**src/rtl/wait_merge_pkg.sv**
```systemverilog
// -----------------------------------------------------------------------------
// wait_merge_pkg
// Shared types and helpers for the N-channel wait-merge (join) block.
//   wm_state_e : join FSM states (COLLECT, WAIT_FREE)
//   DEF_NUM_CH : default channel count
//   DEF_DATA_W : default per-channel data width
//   slice_lo() : low bit index of channel k's slice in a packed NUM_CH*W bus
// -----------------------------------------------------------------------------
package wait_merge_pkg;

    typedef enum logic [0:0] {
        COLLECT   = 1'b0,
        WAIT_FREE = 1'b1
    } wm_state_e;

    localparam int DEF_NUM_CH = 4;
    localparam int DEF_DATA_W = 32;

    function automatic int slice_lo(input int k, input int w);
        return k * w;
    endfunction

endpackage

```
**src/rtl/wm_slot.sv**
```systemverilog
// -----------------------------------------------------------------------------
// wm_slot
// One channel of the wait-merge: capture register, pending flag and sticky
// overflow flag.
// Ports:
//   clk, rst     : clock, synchronous active-high reset (clears everything)
//   drive        : channel drive pulse, data_in valid in the same cycle
//   enable       : channel participates in the current round
//   clear        : round complete, release the slot
//   data_in      : channel data word
//   held_data    : captured data word
//   pending      : slot holds data not yet released
//   overflow     : sticky, an enabled drive arrived while pending
// -----------------------------------------------------------------------------
module wm_slot #(
    parameter int DATA_W = 32
) (
    input  logic              clk,
    input  logic              rst,
    input  logic              drive,
    input  logic              enable,
    input  logic              clear,
    input  logic [DATA_W-1:0] data_in,
    output logic [DATA_W-1:0] held_data,
    output logic              pending,
    output logic              overflow
);

    logic [DATA_W-1:0] data_reg;
    logic              pending_reg;
    logic              overflow_reg;

    always_ff @(posedge clk) begin
        if (rst) begin
            data_reg     <= '0;
            pending_reg  <= 1'b0;
            overflow_reg <= 1'b0;
        end else begin
            // A drive on an occupied slot is lost; the held word is kept.
            // This also covers a drive coinciding with clear, because the
            // producer has not been freed yet at that point.
            if (drive && enable && pending_reg) begin
                overflow_reg <= 1'b1;
            end
            if (clear) begin
                pending_reg <= 1'b0;
            end else if (drive && enable && !pending_reg) begin
                data_reg    <= data_in;
                pending_reg <= 1'b1;
            end
        end
    end

    assign held_data = data_reg;
    assign pending   = pending_reg;
    assign overflow  = overflow_reg;

endmodule

```
**src/rtl/wait_merge_n.sv**
```systemverilog
// -----------------------------------------------------------------------------
// wait_merge_n
// N-channel wait-merge (join) for the drive/free handshake fabric. Each
// enabled channel captures one word on its drive pulse; once every enabled
// channel holds data a single merged drive is issued downstream. After the
// downstream free, every enabled producer receives a free pulse.
//
// Optional build macro: WAIT_MERGE_TIMEOUT_EN
//   defined   : watchdog counts WAIT_FREE cycles, o_timeout sets (sticky) when
//               the count reaches TIMEOUT_CYCLES
//   undefined : no watchdog, o_timeout tied to 0
//
// Ports:
//   clk, rst     : clock, synchronous active-high reset
//   i_drive      : per-channel drive pulse
//   i_data       : channel k data at [k*DATA_W +: DATA_W]
//   i_chanMask   : 1 = channel participates (sampled on entry to COLLECT)
//   i_freeNext   : downstream free pulse
//   o_free       : per-channel free pulse to producers
//   o_driveNext  : merged drive pulse to downstream
//   o_data       : merged payload, masked channels read 0
//   o_overflow   : per-channel sticky overflow
//   o_timeout    : sticky watchdog flag
// -----------------------------------------------------------------------------
module wait_merge_n
    import wait_merge_pkg::*;
#(
    parameter int NUM_CH         = DEF_NUM_CH,
    parameter int DATA_W         = DEF_DATA_W,
    parameter int TIMEOUT_CYCLES = 1024
) (
    input  logic                     clk,
    input  logic                     rst,
    input  logic [NUM_CH-1:0]        i_drive,
    input  logic [NUM_CH*DATA_W-1:0] i_data,
    input  logic [NUM_CH-1:0]        i_chanMask,
    input  logic                     i_freeNext,
    output logic [NUM_CH-1:0]        o_free,
    output logic                     o_driveNext,
    output logic [NUM_CH*DATA_W-1:0] o_data,
    output logic [NUM_CH-1:0]        o_overflow,
    output logic                     o_timeout
);

    wm_state_e state_reg, state_next;

    logic [NUM_CH-1:0]        mask_reg;
    logic                     mask_load_reg;
    logic [NUM_CH-1:0]        eff_mask;
    logic [NUM_CH-1:0]        pending_w;
    logic [NUM_CH-1:0]        overflow_w;
    logic [NUM_CH-1:0]        ready_w;
    logic [NUM_CH*DATA_W-1:0] held_w;
    logic [NUM_CH*DATA_W-1:0] merged_w;
    logic                     fire;
    logic                     free_go;

    logic [NUM_CH-1:0]        free_reg;
    logic                     drive_next_reg;
    logic [NUM_CH*DATA_W-1:0] data_reg;

    // On the first COLLECT cycle of a round the mask register is still being
    // loaded, so drives in that cycle are judged against the incoming mask.
    assign eff_mask = (state_reg == COLLECT && mask_load_reg) ? i_chanMask : mask_reg;

    generate
        for (genvar gi = 0; gi < NUM_CH; gi++) begin : g_slot
            localparam int LO = slice_lo(gi, DATA_W);

            wm_slot #(
                .DATA_W (DATA_W)
            ) u_slot (
                .clk       (clk),
                .rst       (rst),
                .drive     (i_drive[gi]),
                .enable    (eff_mask[gi]),
                .clear     (free_go),
                .data_in   (i_data[LO +: DATA_W]),
                .held_data (held_w[LO +: DATA_W]),
                .pending   (pending_w[gi]),
                .overflow  (overflow_w[gi])
            );

            // A channel is satisfied if masked off, already holding data, or
            // being driven on this very edge (the last drive completes the join).
            assign ready_w[gi] = !eff_mask[gi] || pending_w[gi] || i_drive[gi];

            // Payload as it will stand after this edge: the held word if the
            // slot was already full, otherwise the word being captured now.
            assign merged_w[LO +: DATA_W] = !eff_mask[gi] ? '0 :
                                            pending_w[gi] ? held_w[LO +: DATA_W] :
                                                            i_data[LO +: DATA_W];
        end
    endgenerate

    // ---------------------------------------------------------------- FSM
    always_ff @(posedge clk) begin
        if (rst) begin
            state_reg <= COLLECT;
        end else begin
            state_reg <= state_next;
        end
    end

    always_comb begin
        state_next = state_reg;
        fire       = 1'b0;
        free_go    = 1'b0;
        case (state_reg)
            COLLECT: begin
                // An all-zero mask would trivially satisfy the AND, so it is
                // excluded explicitly.
                if ((|eff_mask) && (&ready_w)) begin
                    fire       = 1'b1;
                    state_next = WAIT_FREE;
                end
            end
            WAIT_FREE: begin
                if (i_freeNext) begin
                    free_go    = 1'b1;
                    state_next = COLLECT;
                end
            end
            default: state_next = COLLECT;
        endcase
    end

    // ------------------------------------------- mask and output registers
    always_ff @(posedge clk) begin
        if (rst) begin
            mask_reg       <= '0;
            mask_load_reg  <= 1'b1;
            free_reg       <= '0;
            drive_next_reg <= 1'b0;
            data_reg       <= '0;
        end else begin
            if (state_reg == COLLECT && mask_load_reg) begin
                mask_reg      <= i_chanMask;
                mask_load_reg <= 1'b0;
            end
            if (free_go) begin
                mask_load_reg <= 1'b1;
            end
            drive_next_reg <= fire;
            if (fire) begin
                data_reg <= merged_w;
            end
            free_reg <= free_go ? mask_reg : '0;
        end
    end

    assign o_free      = free_reg;
    assign o_driveNext = drive_next_reg;
    assign o_data      = data_reg;
    assign o_overflow  = overflow_w;

    // ------------------------------------------------------------ watchdog
`ifdef WAIT_MERGE_TIMEOUT_EN
    localparam int TW = $clog2(TIMEOUT_CYCLES + 1);
    localparam logic [TW-1:0] T_LIMIT = TW'(TIMEOUT_CYCLES);

    logic [TW-1:0] wd_cnt_reg, wd_cnt_next;
    logic          timeout_reg;

    // The count equals the index of the current WAIT_FREE cycle (1 on the
    // first one), saturating at the limit, and is zero outside WAIT_FREE.
    always_comb begin
        wd_cnt_next = '0;
        if (state_next == WAIT_FREE) begin
            wd_cnt_next = (wd_cnt_reg == T_LIMIT) ? wd_cnt_reg : wd_cnt_reg + 1'b1;
        end
    end

    always_ff @(posedge clk) begin
        if (rst) begin
            wd_cnt_reg  <= '0;
            timeout_reg <= 1'b0;
        end else begin
            wd_cnt_reg <= wd_cnt_next;
            if (state_next == WAIT_FREE && wd_cnt_next == T_LIMIT) begin
                timeout_reg <= 1'b1;
            end
        end
    end

    assign o_timeout = timeout_reg;
`else
    // The limit has no effect without the watchdog; referencing it here keeps
    // the parameter live while the flag is a constant 0.
    assign o_timeout = 1'b0 & (TIMEOUT_CYCLES > 0);
`endif

endmodule

```
**config.mk**
```make
export PLATFORM = sky130hd
export DESIGN_NAME = wait_merge_n
export DESIGN_NICKNAME = d
export VERILOG_FILES = /design/src/rtl/wait_merge_pkg.sv /design/src/rtl/wm_slot.sv /design/src/rtl/wait_merge_n.sv
export SDC_FILE = /design/constraint.sdc
export NUM_CORES = 1
export LEC_CHECK = 0
export ABC_AREA = 1
export CAP_MARGIN = 10
export CORE_ASPECT_RATIO = 0.6
export CORE_MARGIN = 2
export CORE_UTILIZATION = 53
export CTS_CLUSTER_DIAMETER = 50
export DETAILED_ROUTE_END_ITERATION = 7
export PLACE_DENSITY = 0.88
export SYNTH_ARGS = -nofsm -noshare
export SYNTH_HDL_FRONTEND = slang
export SYNTH_HIERARCHICAL = 1
export SYNTH_SLANG_ARGS = --single-unit
```
**constraint.sdc**
```tcl
create_clock -name clk -period 2.5 [get_ports clk]
set_clock_uncertainty 0.1 [all_clocks]
set_input_delay 0.25 -clock clk [delete_from_list [all_inputs] [get_ports clk]]
set_output_delay 0.25 -clock clk [all_outputs]
set_load 0.005 [all_outputs]
```
==> impl_metrics.env, run 1 <==
export IMPL_wl_microns=39400
export IMPL_crit_type="register to register"
export IMPL_via_per_inst=5.07
export IMPL_grtUsageTotal=0.268
export IMPL_critPathTopFamily="buffers and inverters"
export IMPL_slew_headroom=0.293
export IMPL_cp_arrival_ns=2.65
export IMPL_start_util=0.538
export IMPL_r2r_start="state_reg"
export IMPL_vias=13600
export IMPL_path_clk_slew_ns=0.06
export IMPL_worst_setup_path_end_kind="register"
export IMPL_fp_dieW_microns=215
export IMPL_dp_hpwl_microns=25800
export IMPL_dieHeight_microns=131
export IMPL_port_buffers=275
export IMPL_ff2ff_setup_slack_ns=0.18
export IMPL_netSwitchingFraction=0.398
export IMPL_routabilityCongestion=0.809
export IMPL_status="finished, final reports clean"
export IMPL_intPower_mw=13.8
export IMPL_drt_iter0_drc=1183
export IMPL_period_needed_ns=2.32
export IMPL_synth_seq_cells=275
export IMPL_grt_pass1_vias=12400
export IMPL_syn_nets=2241
export IMPL_synth_cell_types=24
export IMPL_antenna_found_initial=1
export IMPL_cts_root_buf="clkbuf_16"
export IMPL_grt_max_degree=91
export IMPL_maxCapViolCount=0
export IMPL_max_vdd_ir_drop_mv=0.823
export IMPL_cp_start_kind="register"
export IMPL_avgSynthCellArea_sq_um=6.73
export IMPL_power_frac_seq=0.300
export IMPL_p_total_mw=22.9
export IMPL_post_route_period_util=0.928
export IMPL_holdCritStartpoint="i_freeNext"
export IMPL_core_region_area_sq_mm=0.0263
export IMPL_fillCellCount=2136
export IMPL_switchingPower_mw=9.12
export IMPL_top_layer="met4"
export IMPL_nets=2440
export IMPL_die_area_sq_mm=0.0281
export IMPL_ioPinCount=277
export IMPL_p_per_area_mw_per_mm2=1270
export IMPL_required_ns=2.83
export IMPL_synth_xor_area_share=0
export IMPL_overflow=0
export IMPL_cts_buffers=29
export IMPL_rsz0062_at_grt="false"
export IMPL_hold_end="mask_load_reg"
export IMPL_cp_cell_sequence="inv_2 -> nand2_2 -> o21ai_2 -> buf_4 -> nand2_1 -> inv_2 -> buf_12 -> nand3_1 -> nand2_1 -> nor2_1"
export IMPL_synth_simple_gate_area_frac=0.312
export IMPL_reg2reg_to="g_slot[2].u_slot/held_data[14]"
export IMPL_tns_ns=0
export IMPL_yosysSeqAreaShare=0.389
export IMPL_met2_length_microns=18100
export IMPL_max_slew_worst_pin_slew_ns=1.06
export IMPL_synth_compound_area_frac=0.0503
export IMPL_yosys_warnings=6
export IMPL_hold_class="primary input to register"
export IMPL_wl_met1_microns=17200
export IMPL_antenna_left=0
export IMPL_cpPeakStageDelay_ns=0.34
export IMPL_wl_met3_microns=3050
export IMPL_regArea_sq_mm=0.00551
export IMPL_drive_gt1_frac=0.0736
export IMPL_htree_levels=1
export IMPL_finalMaxSlewViolations=0
export IMPL_firstDrtPassIters=5
export IMPL_place_ws_ns=0.199
export IMPL_area_growth_pct=27.1
export IMPL_ctsLongestPathBuffers=3
export IMPL_synth_top_family_by_area="simple AND/OR/NAND/NOR gates"
export IMPL_power_frac_comb=0.488
export IMPL_synth_cells=2102
export IMPL_avgRoutedWirePerCell_microns=14.7
export IMPL_crit_cells=10
export IMPL_hold_viol=0
export IMPL_p_leak_nw=8.50
export IMPL_slowest_stage="dfxtp_1"
export IMPL_grt_pass1_wl_microns=62100
export IMPL_multi_input_area_sq_mm=0.00649
export IMPL_cts_tree="built"
export IMPL_drcViolationCount=0
export IMPL_muxShareOfSynthArea=0.0945
export IMPL_finalSetupViolations=0
export IMPL_synth_area_sq_mm=0.0142
export IMPL_critPathBufInv=4
export IMPL_r2r_cells=10
export IMPL_p_clk_frac=0.213
export IMPL_crit_fanout=53
export IMPL_clk_latency_ns=0.55
export IMPL_hold_depth=3
export IMPL_cts_sinks=275
export IMPL_max_freq_ghz=0.431
export IMPL_synth_adder_area_share=0
export IMPL_core_rowCount=46
export IMPL_layout_setup_ws_ns=0.181
[cells by family (layout without fill, tap and decap cells)]
| family | Yosys count | in the layout |
|---|---|---|
| and+or+nand+nor | 1082 | 1082 |
| buffers and inverters | 476 | 697 |
| DFF | 275 | 275 |
| AOI/OAI and AO/OA | 140 | 140 |
| muxes | 128 | 128 |
| other | 1 | 2 |
[cells in the mapped netlist (all sizes together)]
master	number	area share
mux2	45	0.036
mux2i	83	0.059
buf	105	0.052
dfxtp	275	0.39
nor2	446	0.12
nand4	45	0.020
clkbuf	40	0.013
nor3	1	0.00035
conb	1	0.00026
nand2	453	0.12
nand3	137	0.049
inv	331	0.088
a21oi	133	0.047
o21ai	7	0.0033
[cell type report]
class | instances | area share
flip-flops and latches | 275 | 0.306
repair buffers | 313 | 0.178
well taps | 360 | 0.0250
multi-input cells | 1351 | 0.361
diodes | 1 | 0.000139
inverters | 331 | 0.0694
clock buffers | 38 | 0.0467
clock inverters | 15 | 0.0136
[placed cells by master, fill, tap and decap left out, types with 13 or more instances in the layout]
cell	n
dfxtp_1	271
nand3_1	136
buf_12	13
nand4_1	45
nor2_1	441
inv_2	19
clkbuf_16	29
mux2_2	45
buf_4	24
nand2_1	451
inv_1	310
a21oi_1	133
mux2i_1	83
clkdlybuf4s50_1	275
[worst max path at each step]
stage | startpoint | endpoint | slack, ns
6_report | state_reg | g_slot[2].u_slot/held_data[14] | 0.18
5_1_grt | state_reg | o_data[91] | 0.004
4_1_cts | state_reg | o_data[107] | 0.16
3_5_place_dp | state_reg | o_data[66] | 0.20
3_3_place_gp | i_drive[0] | o_data[89] | 0.31
2_1_floorplan | state_reg | g_slot[0].u_slot/held_data[18] | 0.62
[power by group through the flow]
stage	logic, mW	clock network (mW)	registers [mW]
floorplan	7.22	0	6.85
global route	12.5	5.14	7.03
finish	11.2	4.88	6.87
global placement	10.7	0	6.84
CTS	11.2	4.96	6.85
detailed placement	11.0	0	6.91
[per-layer routing]
layer,global-route usage,vias to the layer above
met4,0.0811,0
met2,0.454,456
met1,0.346,6267
met5,0,-
met3,0.0623,67
li1,-,6813
[timing repair]
action	in CTS	in global routing
setup buffers	0	0
setup endpoints to repair	0	5
hold buffers	0	0
resized for setup	0	2
[worst register-to-register path, cell delays in order, from the launching register on]
cell and delay (ns):
dfxtp_1 0.34, inv_2 0.25, nand2_2 0.22, o21ai_2 0.21
buf_4 0.23, nand2_1 0.08, inv_2 0.21, buf_12 0.27
nand3_1 0.15, nand2_1 0.09, nor2_1 0.06
[metrics by stage]
stage	instance area, sq um	util	hold slack, ns	instances
detailed placement	16900	0.642	0.349	2630
floorplan	14200	-	0.219	2102
global placement	16900	0.642	0.341	2630
global route	18000	0.684	0.211	2683
finish	18000	0.684	0.209	2684
CTS	18000	0.684	0.183	2683
No activity file was read; power rests on OpenSTA's default activity.
==> run 2, diff against run 1 <==
Settings changed: CTS_CLUSTER_SIZE from default to 10, TNS_END_PERCENT from default to 100.
==> run 2 against run 1 <==
Cell area is 1.5% lower; sequential share of layout area is 0.48 points higher; sequential power hardly changed; die area stayed put; via count is 0.26% lower; wire length hardly changed; combinational power hardly changed; register-to-register slack better by 0.15 ns.
==> impl_metrics.env, run 2 (synthesized netlist as in run 1, its figures left out) <==
export IMPL_status="finished, final reports clean"
export IMPL_antenna_left=0
export IMPL_final_instance_count_excl_fill=2666
export IMPL_dp_hpwl_microns=25800
export IMPL_crit_type="register to register"
export IMPL_cp_start_kind="register"
export IMPL_core_rowCount=46
export IMPL_max_slew_worst_pin_slew_ns=1.10
export IMPL_area_growth_pct=25.2
export IMPL_clk_latency_ns=0.56
export IMPL_max_vdd_ir_drop_mv=0.848
export IMPL_antenna_found_initial=1
export IMPL_cp_arrival_ns=2.51
export IMPL_grtUsageTotal=0.266
export IMPL_required_ns=2.84
export IMPL_cts_root_buf="clkbuf_16"
export IMPL_cpMostUsedCell="nand2_1"
export IMPL_hold_buffers=0
export IMPL_drt_iter0_drc=1092
export IMPL_grt_pass1_vias=12300
export IMPL_max_freq_ghz=0.461
export IMPL_slew_headroom=0.264
export IMPL_firstDrtPassIters=5
export IMPL_ctsLongestPathBuffers=3
export IMPL_cts_sinks=275
export IMPL_dieHeight_microns=131
export IMPL_path_clk_slew_ns=0.06
export IMPL_crit_fanout=53
export IMPL_die_area_sq_mm=0.0281
export IMPL_drcViolationCount=0
export IMPL_overflow=0
export IMPL_cp_cell_sequence="inv_4 -> nand2_4 -> nand2_1 -> o21ai_2 -> buf_4 -> nand2_1 -> inv_2 -> buf_12 -> nand3_1 -> nand2_1 -> nor2_1"
export IMPL_finalSetupViolations=0
export IMPL_grt_max_degree=91
export IMPL_fp_dieW_microns=215
export IMPL_cpPeakStageDelay_ns=0.41
export IMPL_start_util=0.538
export IMPL_cts_buffers=31
export IMPL_cts_tree="built"
export IMPL_nets=2442
export IMPL_port_buffers=275
export IMPL_p_per_area_mw_per_mm2=1240
export IMPL_final_common_cell="nand2_1"
export IMPL_ioPinCount=277
export IMPL_period_needed_ns=2.17
export IMPL_vias=13600
export IMPL_core_region_area_sq_mm=0.0263
export IMPL_worst_setup_path_end_kind="register"
export IMPL_post_route_period_util=0.867
export IMPL_layout_common_cells="nand2_1, nor2_1, inv_1"
export IMPL_via_per_inst=5.09
export IMPL_routabilityCongestion=0.809
export IMPL_p_leak_nw=8.35
export IMPL_fillCellCount=2168
export IMPL_htree_levels=1
export IMPL_drive_gt1_frac=0.0664
export IMPL_hold_viol=0
export IMPL_grt_pass1_wl_microns=61700
export IMPL_slowest_stage="dfxtp_1"
export IMPL_wl_microns=39400
export IMPL_maxCapViolCount=0
export IMPL_dp_cells=2630
export IMPL_finalMaxSlewViolations=0
export IMPL_hold_class="primary input to register"
export IMPL_tns_ns=0
export IMPL_rsz0062_at_grt="false"
export IMPL_avgRoutedWirePerCell_microns=14.8
export IMPL_cts_setup_buffers=0
run 2: cell types whose count changed in the layout (fill, tap and decap cells not counted), sizes merged:
cell,previous run,this run
clkinv,5,1
inv,333,330
clkbuf,38,33
bufinv,6,0
run 2: worst paths after layout:
| kind | startpoint | endpoint | slack (ns) | cells past startpoint |
|---|---|---|---|---|
| max | state_reg | g_slot[2].u_slot/held_data[12] | 0.33 | 11 |
| min | i_freeNext | mask_load_reg | 0.22 | 3 |
| max reg2reg | state_reg | g_slot[2].u_slot/held_data[12] | 0.33 | 11 |
| min reg2reg | g_slot[1].u_slot/overflow | g_slot[1].u_slot/overflow | 0.35 | 2 |
run 2: metal layers:
| metal | global-route usage | vias to the layer above | wire length [microns] |
|---|---|---|---|
| met5 | 0 | - | 0 |
| met1 | 0.345 | 6210 | 17300 |
| li1 | - | 6795 | - |
| met3 | 0.0634 | 67 | 3090 |
| met2 | 0.454 | 495 | 18100 |
| met4 | 0.0657 | 0 | 916 |
run 2: layout make-up:
type                            count  area (sq um)  area share
Timing Repair Buffer              313          3200       0.181
Antenna cell                        1          2.50    0.000141
Inverter                          331          1250      0.0708
Clock buffer                       33           783      0.0442
Sequential cell                   275          5510       0.311
Clock inverter                      2          13.8    0.000777
Multi-Input combinational cell   1351          6490       0.367
Tap cell                          360           450      0.0254
run 2: power breakdown:
part	internal, mW	switching, mW	leakage, nW	total (mW)
logic	4.84	6.32	5.70	11.2
clock network	2.18	1.74	0.393	3.92
registers	5.98	0.897	2.26	6.88
run 2: through the flow:
stage	utilization	area (sq um)	power (mW)	worst slack (ns)	hold slack [ns]
finish	0.673	17700	22.0	0.333	0.220
global route	0.673	17700	23.6	0.151	0.230
CTS	0.673	17700	22.0	0.175	0.207
detailed placement	0.642	16900	17.9	0.199	0.349
floorplan	-	14200	14.1	0.618	0.219
global placement	0.642	16900	17.5	0.314	0.341
run 2: worst max-delay path, delay by kind of cell, from the launching register on:
family	cells	cell delay, ns
AOI/OAI and AO/OA	1	0.08
buffers and inverters	4	0.85
DFF	1	0.41
and+or+nand+nor	6	0.58
run 2: what timing repair did:
| item | 4_1_cts | 5_1_grt |
|---|---|---|
| setup endpoints to repair | 0 | 15 |
| hold endpoints to repair | 0 | 0 |
| resized for setup | 0 | 6 |
==> run 3, diff against run 2 <==
Settings changed: GPL_TIMING_DRIVEN from default to 0.
==> run 3 against run 2 <==
Clock power hardly changed; sequential power hardly changed; register-to-register slack worse by 0.24 ns; maximum frequency is 10% lower; final cell count is 3.9% higher; count of clock-buffer cells in the layout is 2 lower; non-clock buffer count is 107 higher; critical path depth is 1 lower; sequential cell count stayed put; wire length is 13% higher; critical path type unchanged; worst hold slack worse by 0.037 ns.
==> impl_metrics.env, run 3 (synthesized netlist as in run 1, its figures left out) <==
export IMPL_cts_sinks=275
export IMPL_fp_dieW_microns=215
export IMPL_grtUsageTotal=0.307
export IMPL_max_freq_ghz=0.415
export IMPL_avgRoutedWirePerCell_microns=16.1
export IMPL_grt_max_degree=20
export IMPL_hold_end="mask_load_reg"
export IMPL_rsz0062_at_grt="true"
export IMPL_cts_setup_buffers=0
export IMPL_drive_gt1_frac=0.0888
export IMPL_slew_headroom=0.278
export IMPL_p_total_mw=22.8
export IMPL_r2r_cells=10
export IMPL_cts_root_buf="clkbuf_16"
export IMPL_ff2ff_setup_slack_ns=0.09
export IMPL_antenna_found_initial=4
export IMPL_final_instance_count_excl_fill=2771
export IMPL_port_buffers=275
export IMPL_vias=14500
export IMPL_hold_class="primary input to register"
export IMPL_status="finished, final reports clean"
export IMPL_crit_fanout=10
export IMPL_worst_setup_path_end_kind="register"
export IMPL_antenna_left=0
export IMPL_maxCapViolCount=0
export IMPL_layout_common_cells="nand2_1, nor2_1, inv_1"
export IMPL_dp_cells=2737
export IMPL_ioPinCount=277
export IMPL_holdCritStartpoint="i_freeNext"
export IMPL_finalSetupViolations=0
export IMPL_area_growth_pct=28.4
export IMPL_routabilityCongestion=0.897
export IMPL_path_clk_slew_ns=0.06
export IMPL_htree_levels=1
export IMPL_cts_tree="built"
export IMPL_start_util=0.538
export IMPL_drt_iter0_drc=1256
export IMPL_r2r_start="mask_load_reg"
export IMPL_grt_pass1_wl_microns=69500
export IMPL_clk_latency_ns=0.56
export IMPL_core_region_area_sq_mm=0.0263
export IMPL_ctsLongestPathBuffers=3
export IMPL_cp_cell_sequence="nand2_2 -> nand2_1 -> o21ai_4 -> nor2_1 -> nand2_1 -> nand3_2 -> clkbuf_4 -> buf_2 -> nor2_1 -> nor2_1"
export IMPL_wl_microns=44600
export IMPL_final_common_cell="nand2_1"
export IMPL_die_area_sq_mm=0.0281
export IMPL_cpPeakStageDelay_ns=0.46
export IMPL_core_rowCount=46
export IMPL_cp_arrival_ns=2.79
export IMPL_drcViolationCount=0
export IMPL_nets=2549
export IMPL_critPathLaunch="mask_load_reg"
export IMPL_p_leak_nw=8.68
export IMPL_dp_hpwl_microns=32100
export IMPL_cts_buffers=31
export IMPL_via_per_inst=5.22
export IMPL_grt_pass1_vias=13600
export IMPL_required_ns=2.89
export IMPL_cpMostUsedCell="nor2_1"
export IMPL_crit_type="register to register"
export IMPL_max_slew_worst_pin_slew_ns=1.08
export IMPL_firstDrtPassIters=5
export IMPL_hold_depth=3
export IMPL_max_vdd_ir_drop_mv=0.813
export IMPL_slowest_stage="dfxtp_1"
export IMPL_finalMaxSlewViolations=0
export IMPL_reg2reg_to="o_data[92]"
export IMPL_cp_start_kind="register"
export IMPL_overflow=0
export IMPL_period_needed_ns=2.41
export IMPL_dieHeight_microns=131
export IMPL_hold_buffers=0
export IMPL_p_per_area_mw_per_mm2=1260
export IMPL_post_route_period_util=0.963
export IMPL_hold_viol=0
==> run 3: cell type report <==
class | count | area, sq um
fill | 2165 | 8140
multi-input combinational | 1351 | 6480
sequential | 275 | 5510
timing repair buffer | 275 | 2750
inverter | 331 | 1240
buffer | 145 | 945
clock buffer | 31 | 776
tap | 360 | 450
clock inverter | 1 | 7.51
antenna | 2 | 5.00
==> run 3: worst max-delay path by stage <==
stage	to	slack, ns	cells after the start
floorplan	g_slot[0].u_slot/held_data[18]	0.62	11
global placement	o_data[50]	-0.68	6
detailed placement	o_data[45]	-0.71	6
CTS	o_data[92]	0.003	10
global route	o_data[31]	-0.008	10
finish	o_data[92]	0.09	10
==> run 3: what timing repair did <==
item,in CTS,in global routing
endpoints found under the setup margin,49,169
endpoints found under the hold margin,0,0
gates resized for setup,2,15
gates cloned,0,0
==> run 3: metrics by stage <==
step,hold WS (ns),worst slack (ns),utilization,area (sq um),TNS (ns)
after floorplan,0.219,0.618,-,14200,0
after detailed placement,0.330,-0.708,0.660,17400,-57.73
final,0.183,0.0921,0.691,18200,0
after global placement,0.322,-0.681,0.660,17400,-55.08
after CTS,0.168,0.00342,0.690,18100,0
after global routing,0.203,-0.00833,0.691,18200,-0.0250
==> run 3: critical path, delay by kind of cell (launching register included) <==
family / cells / cell delay, ns
AO/OA/AOI/OAI: 1 / 0.11
buffers and inverters: 2 / 0.66
AND/OR/NAND/NOR: 7 / 0.97
flip-flops: 1 / 0.46
==> run 3: where the power goes <==
part / switching [mW] / internal, mW / total, mW
Sequential: 0.935 / 5.98 / 6.91
Combinational: 6.85 / 5.18 / 12.0
Clock: 1.74 / 2.16 / 3.89
==> run 3: per-layer routing <==
| metal | GRT usage | vias to the layer above | routed length (microns) |
|---|---|---|---|
| met5 | 0 | - | 23 |
| met4 | 0.0880 | 4 | 973 |
| met1 | 0.421 | 6701 | 19700 |
| met2 | 0.500 | 673 | 19900 |
| li1 | - | 7002 | - |
| met3 | 0.0586 | 96 | 4050 |
==> RTL change 1, RTL diff (flow settings as in run 3) <==
Change the package constant `DEF_NUM_CH` from 4 to 6.
--- a/src/rtl/wait_merge_pkg.sv
+++ b/src/rtl/wait_merge_pkg.sv
@@ -14,5 +14,5 @@
     } wm_state_e;
 
-    localparam int DEF_NUM_CH = 4;
+    localparam int DEF_NUM_CH = 6;
     localparam int DEF_DATA_W = 32;
 
Interface: changed (6 resized); port bits go from 277 to 413. The function was not compared with the original's and may differ.
==> RTL change 1 against run 3 <==
  * Power rose by 21%
  * Area after synthesis increased by 41%
  * Worst setup slack worse by 0.043 ns
  * Sequential cell count increased by 136
  * Routed wire length increased by 48%
  * Utilization up 0.42 points
  * Design area increased by 43%
  * Largest cell class unchanged
==> RTL change 1: results (changes against run 3) <==
| Metric | Value |
|---|---|
| Core area | 37400 um2 (+42%) |
| Status | finished, final reports clean |
| Power share of the clock group | 0.217 (+0.046) |
| Post-Route WL | 66200 um (+48%) |
| Clock-cell share | 0.0467 (+0.00359) |
| Slowest-stage cell, CP | clkbuf_1 |
| Hpwl dp | 48700 um (+52%) |
| Cell-internal power | 16.9 mW (+27%) |
| Fin nets | 3824 (+50%) |
| Unique masters post-synth | 25 (+4.2%) |
| Final setup margin | 0.0489 ns (-0.0432 ns) |
| Dpl cell area | 24800 um2 (+43%) |
| NonClk Buf Share | 0.212 (+0.00822) |
| Share of layout cells above drive strength 1 | 0.0613 (-0.0275) |
| CP startpoint | rst |
| Wire length per cell | 16.0 um (-0.55%) |
| Multi-input gates | 2157 (+60%) |
| Synth Net Count | 3364 (+50%) |
| PwrDens | 1060 nW/um2 (-16%) |
| Worst slew margin | 0.425 (+0.147) |
| P_leak | 12.8 nW (+47%) |
| Vias in the first global route | 18800 (+39%) |
| Clk_buf instances | 48 (+55%) |
| Sequential Area | 8230 um2 (+49%) |
| Multi-input gate share of total cell area | 0.346 (-0.0105) |
| CP max stage delay | 0.53 ns (+0.07 ns) |
| H-tree levels | 2 (+1) |
| CP delay by family, top | buffers and inverters |
| # fillers | 3189 (+47%) |
| Hold Startpoint | rst |
| Global-route wire length before repair | 102000 um (+47%) |
| Most instantiated cells after synthesis | nand2_1, nor2_1, dfxtp_1 |
| Number of diodes | 3 (+1) |
| CP endpoint | o_data[186] |
| Worst Hold Depth | 2 (-1) |
| Port bufs | 411 (+49%) |
[RTL change 1: cell types whose count changed after synthesis, moves of 45 or more]
| cell | before | now |
|---|---|---|
| nand2_1 | 452 | 1051 |
| mux2_2 | 45 | 0 |
| a21oi_1 | 133 | 325 |
| dfxtp_1 | 275 | 411 |
| nand3_1 | 136 | 266 |
| mux2i_1 | 83 | 0 |
| clkbuf_1 | 36 | 85 |
| inv_1 | 312 | 364 |
[RTL change 1: per-layer routing]
metal,GRT usage,vias up,routed length (um)
li1,-,10500,-
met1,0.469,9573,29400
met2,0.485,1092,27700
met3,0.0608,158,6550
met4,0.124,0,2590
met5,0,-,0
[RTL change 1: cell families after synthesis]
family          synth area share
buf+inv                    0.139
flops                      0.411
simple gates               0.366
compound gates            0.0845
other cells             0.000187
[RTL change 1: repair_timing]
item / CTS / global route
cloned: 0 / 0
hold buffers: 0 / 0
resized for setup: 7 / 14
endpoints found under the setup margin: 199 / 84
==> RTL change 2, RTL diff (config.mk and constraints of run 3) <==
Without the edit above. Remove the register `free_reg`: a continuous assignment takes its place, so the output `o_free` follows one clock earlier.
--- a/src/rtl/wait_merge_n.sv
+++ b/src/rtl/wait_merge_n.sv
@@ -131,5 +131,4 @@
             mask_reg       <= '0;
             mask_load_reg  <= 1'b1;
-            free_reg       <= '0;
             drive_next_reg <= 1'b0;
             data_reg       <= '0;
@@ -146,7 +145,8 @@
                 data_reg <= merged_w;
             end
-            free_reg <= free_go ? mask_reg : '0;
         end
     end
+
+    assign free_reg = free_go ? mask_reg : '0;
 
     assign o_free      = free_reg;
Function: changed (a bounded check fails within 4 cycles, from zero or initial values and one cycle with rst high).
==> RTL change 2 against run 3 <==
  * Synthesized cell count increased by 0.24%
  * Sequential share of layout area shrank 0.48 points
  * Routed wire length up 2.5%
  * Fmax up 1.6%
  * Area after synthesis about the same
  * Hold slack better by 0.081 ns
  * Power grew 0.95%
  * Sequential power down 1%
  * Worst setup slack improved by 0.039 ns
  * Design area increased by 0.14%
  * Sequential cell count fell by 4
  * Critical path type unchanged
  * Critical endpoint is now o_data[93]
  * Highest routed layer is now met4
==> RTL change 2: results (changes against run 3) <==
| Metric | Value |
|---|---|
| Vias in the first global route | 13400 (-0.92%) |
| Root buf cell | clkbuf_16 |
| Routed met3 length | 4990 um (+23%) |
| Synth Net Count | 2246 (+0.22%) |
| H-tree levels | 1 (unchanged) |
| Sequential fraction of the synthesis area | 0.383 (-0.00596) |
| CP max FO | 10 (unchanged) |
| Main flop type after synthesis | dfxtp_1 |
| Hpwl dp | 33700 um (+4.8%) |
| Mux share of post-synthesis cell area | 0.0953 (+0.000808) |
| Share of layout cells above drive strength 1 | 0.0960 (+0.00715) |
| Cell-internal power | 13.4 mW (+0.53%) |
| Wire length per cell | 16.5 um (+2.3%) |
| P_leak | 8.69 nW (about the same) |
| Most instantiated cells after synthesis | nand2_1, nor2_1, inv_1 |
| DR vias/cell | 5.27 (+0.89%) |
| CP max stage delay | 0.47 ns |
| Wl on met1 | 20100 um (+2.3%) |
| Yosys warns | 6 (unchanged) |
| Slowest-stage cell, CP | dfxtp_1 |
| WP data arrival | 2.72 ns (-0.07 ns) |
| Clk_lat worst skew | 0.56 ns (about the same) |
| Slew @ Worst Pin | 1.01 ns (-0.0702 ns) |
| CP delay by family, top | buffers and inverters |
| Clk buf depth | 3 (unchanged) |
| Gate Count Post-Synth | 2107 (+0.24%) |
| Placed Cells | 2742 (+0.18%) |
| Port bufs | 275 (unchanged) |
| Largest net degree at the start of global routing | 20 (unchanged) |
| Status | finished, final reports clean |
| Asr flop ratio synth | 0 (unchanged) |
| Number of diodes | 0 (-2) |
| Worst-path clk slew | 0.06 ns (about the same) |
| Drt initial violations | 1528 (+22%) |
| Top sig layer | met4 |
| CTS buffer count | 31 (unchanged) |
| Total Routing Usage GR | 0.313 (+0.00569) |
| Initial antenna violation count | 0 (-4) |
| Post-Route WL | 45700 um (+2.5%) |
| Worst VDD drop | 691 uV (-15%) |
| Compound-gate portion of the synthesized area | 0.0503 (about the same) |
| Pre-Repair DR Iteration Count | 7 (+2) |
| Unique masters post-synth | 26 (+8.3%) |
| Global-route wire length before repair | 70400 um (+1.4%) |
| Min-delay worst type | in -> reg |
| Routed wl met2 | 19600 um (-1.4%) |
| GP Congestion | 0.980 (+9.3%) |
| Fin nets | 2554 (+0.20%) |
| XOR/XNOR Fraction of Synth Area | 0 (unchanged) |
| Synth top area cells | dfxtp_1, nand2_1, nor2_1 |
| Post-place setup slack | -0.577 ns (+0.131 ns) |
| Synth Area in Adders | 0 (unchanged) |
==> RTL change 2: metrics by stage <==
step	area (um2)	total power, mW
2_1_floorplan	14200	14.2
4_1_cts	18200	22.9
5_1_grt	18200	24.7
3_5_place_dp	17400	18.9
6_report	18200	23.0
3_3_place_gp	17400	18.5
==> RTL change 2: area by class of cell <==
cell class              instances  area, um2
inverters                     341       1280
flip-flops and latches        271       5430
repair buffers                275       2750
clock inverters                 2       10.0
multi-input cells            1350       6520
plain buffers                 145        956
fillers                      2132       8170
clock buffers                  33        793
well taps                     360        450
==> RTL change 2: worst reg2reg max path, delay by kind of cell, from the launching register on <==
kind	cells	cell delay (ns)
flip-flops	1	0.47
multiplexers	1	0.43
AND/OR/NAND/NOR	3	0.25
buffers and inverters	3	1.02
==> RTL change 2: cells by family (layout without fill, tap and decap cells) <==
kind of cell	count (synthesis)	count (layout)
and+or+nand+nor	1081	1081
buffers and inverters	486	796
muxes	128	128
other	1	1
AOI/OAI and AO/OA	140	140
DFF	271	271
==> RTL change 2: path summary, 6_finish.rpt <==
path	start	to	slack (ns)	cells after the start
min reg2reg	g_slot[3].u_slot/overflow	g_slot[3].u_slot/overflow	0.35	2
max reg2reg	g_slot[2].u_slot/pending	o_data[93]	0.13	7
min	i_data[17]	g_slot[0].u_slot/held_data[17]	0.26	5
max	g_slot[2].u_slot/pending	o_data[93]	0.13	7
==> RTL change 2: routing by layer <==
metal	vias to the layer above	track usage
li1	7031	-
met1	6720	0.440
met2	794	0.500
met3	91	0.0618
met4	0	0.0742
met5	-	0
==> RTL change 2: what timing repair did <==
item,CTS,global route
hold buffers,0,0
gates resized for setup,2,10
endpoints found under the setup margin,5,92
buffers inserted,0,0
==> RTL change 2: power groups by stage <==
stage / sequential, mW / combinational, mW / clock, mW
2_1_floorplan: 6.79 / 7.41 / 0
3_3_place_gp: 6.80 / 11.7 / 0
3_5_place_dp: 6.88 / 12.0 / 0
4_1_cts: 6.81 / 12.1 / 3.98
5_1_grt: 6.98 / 13.6 / 4.15
6_report: 6.84 / 12.3 / 3.94
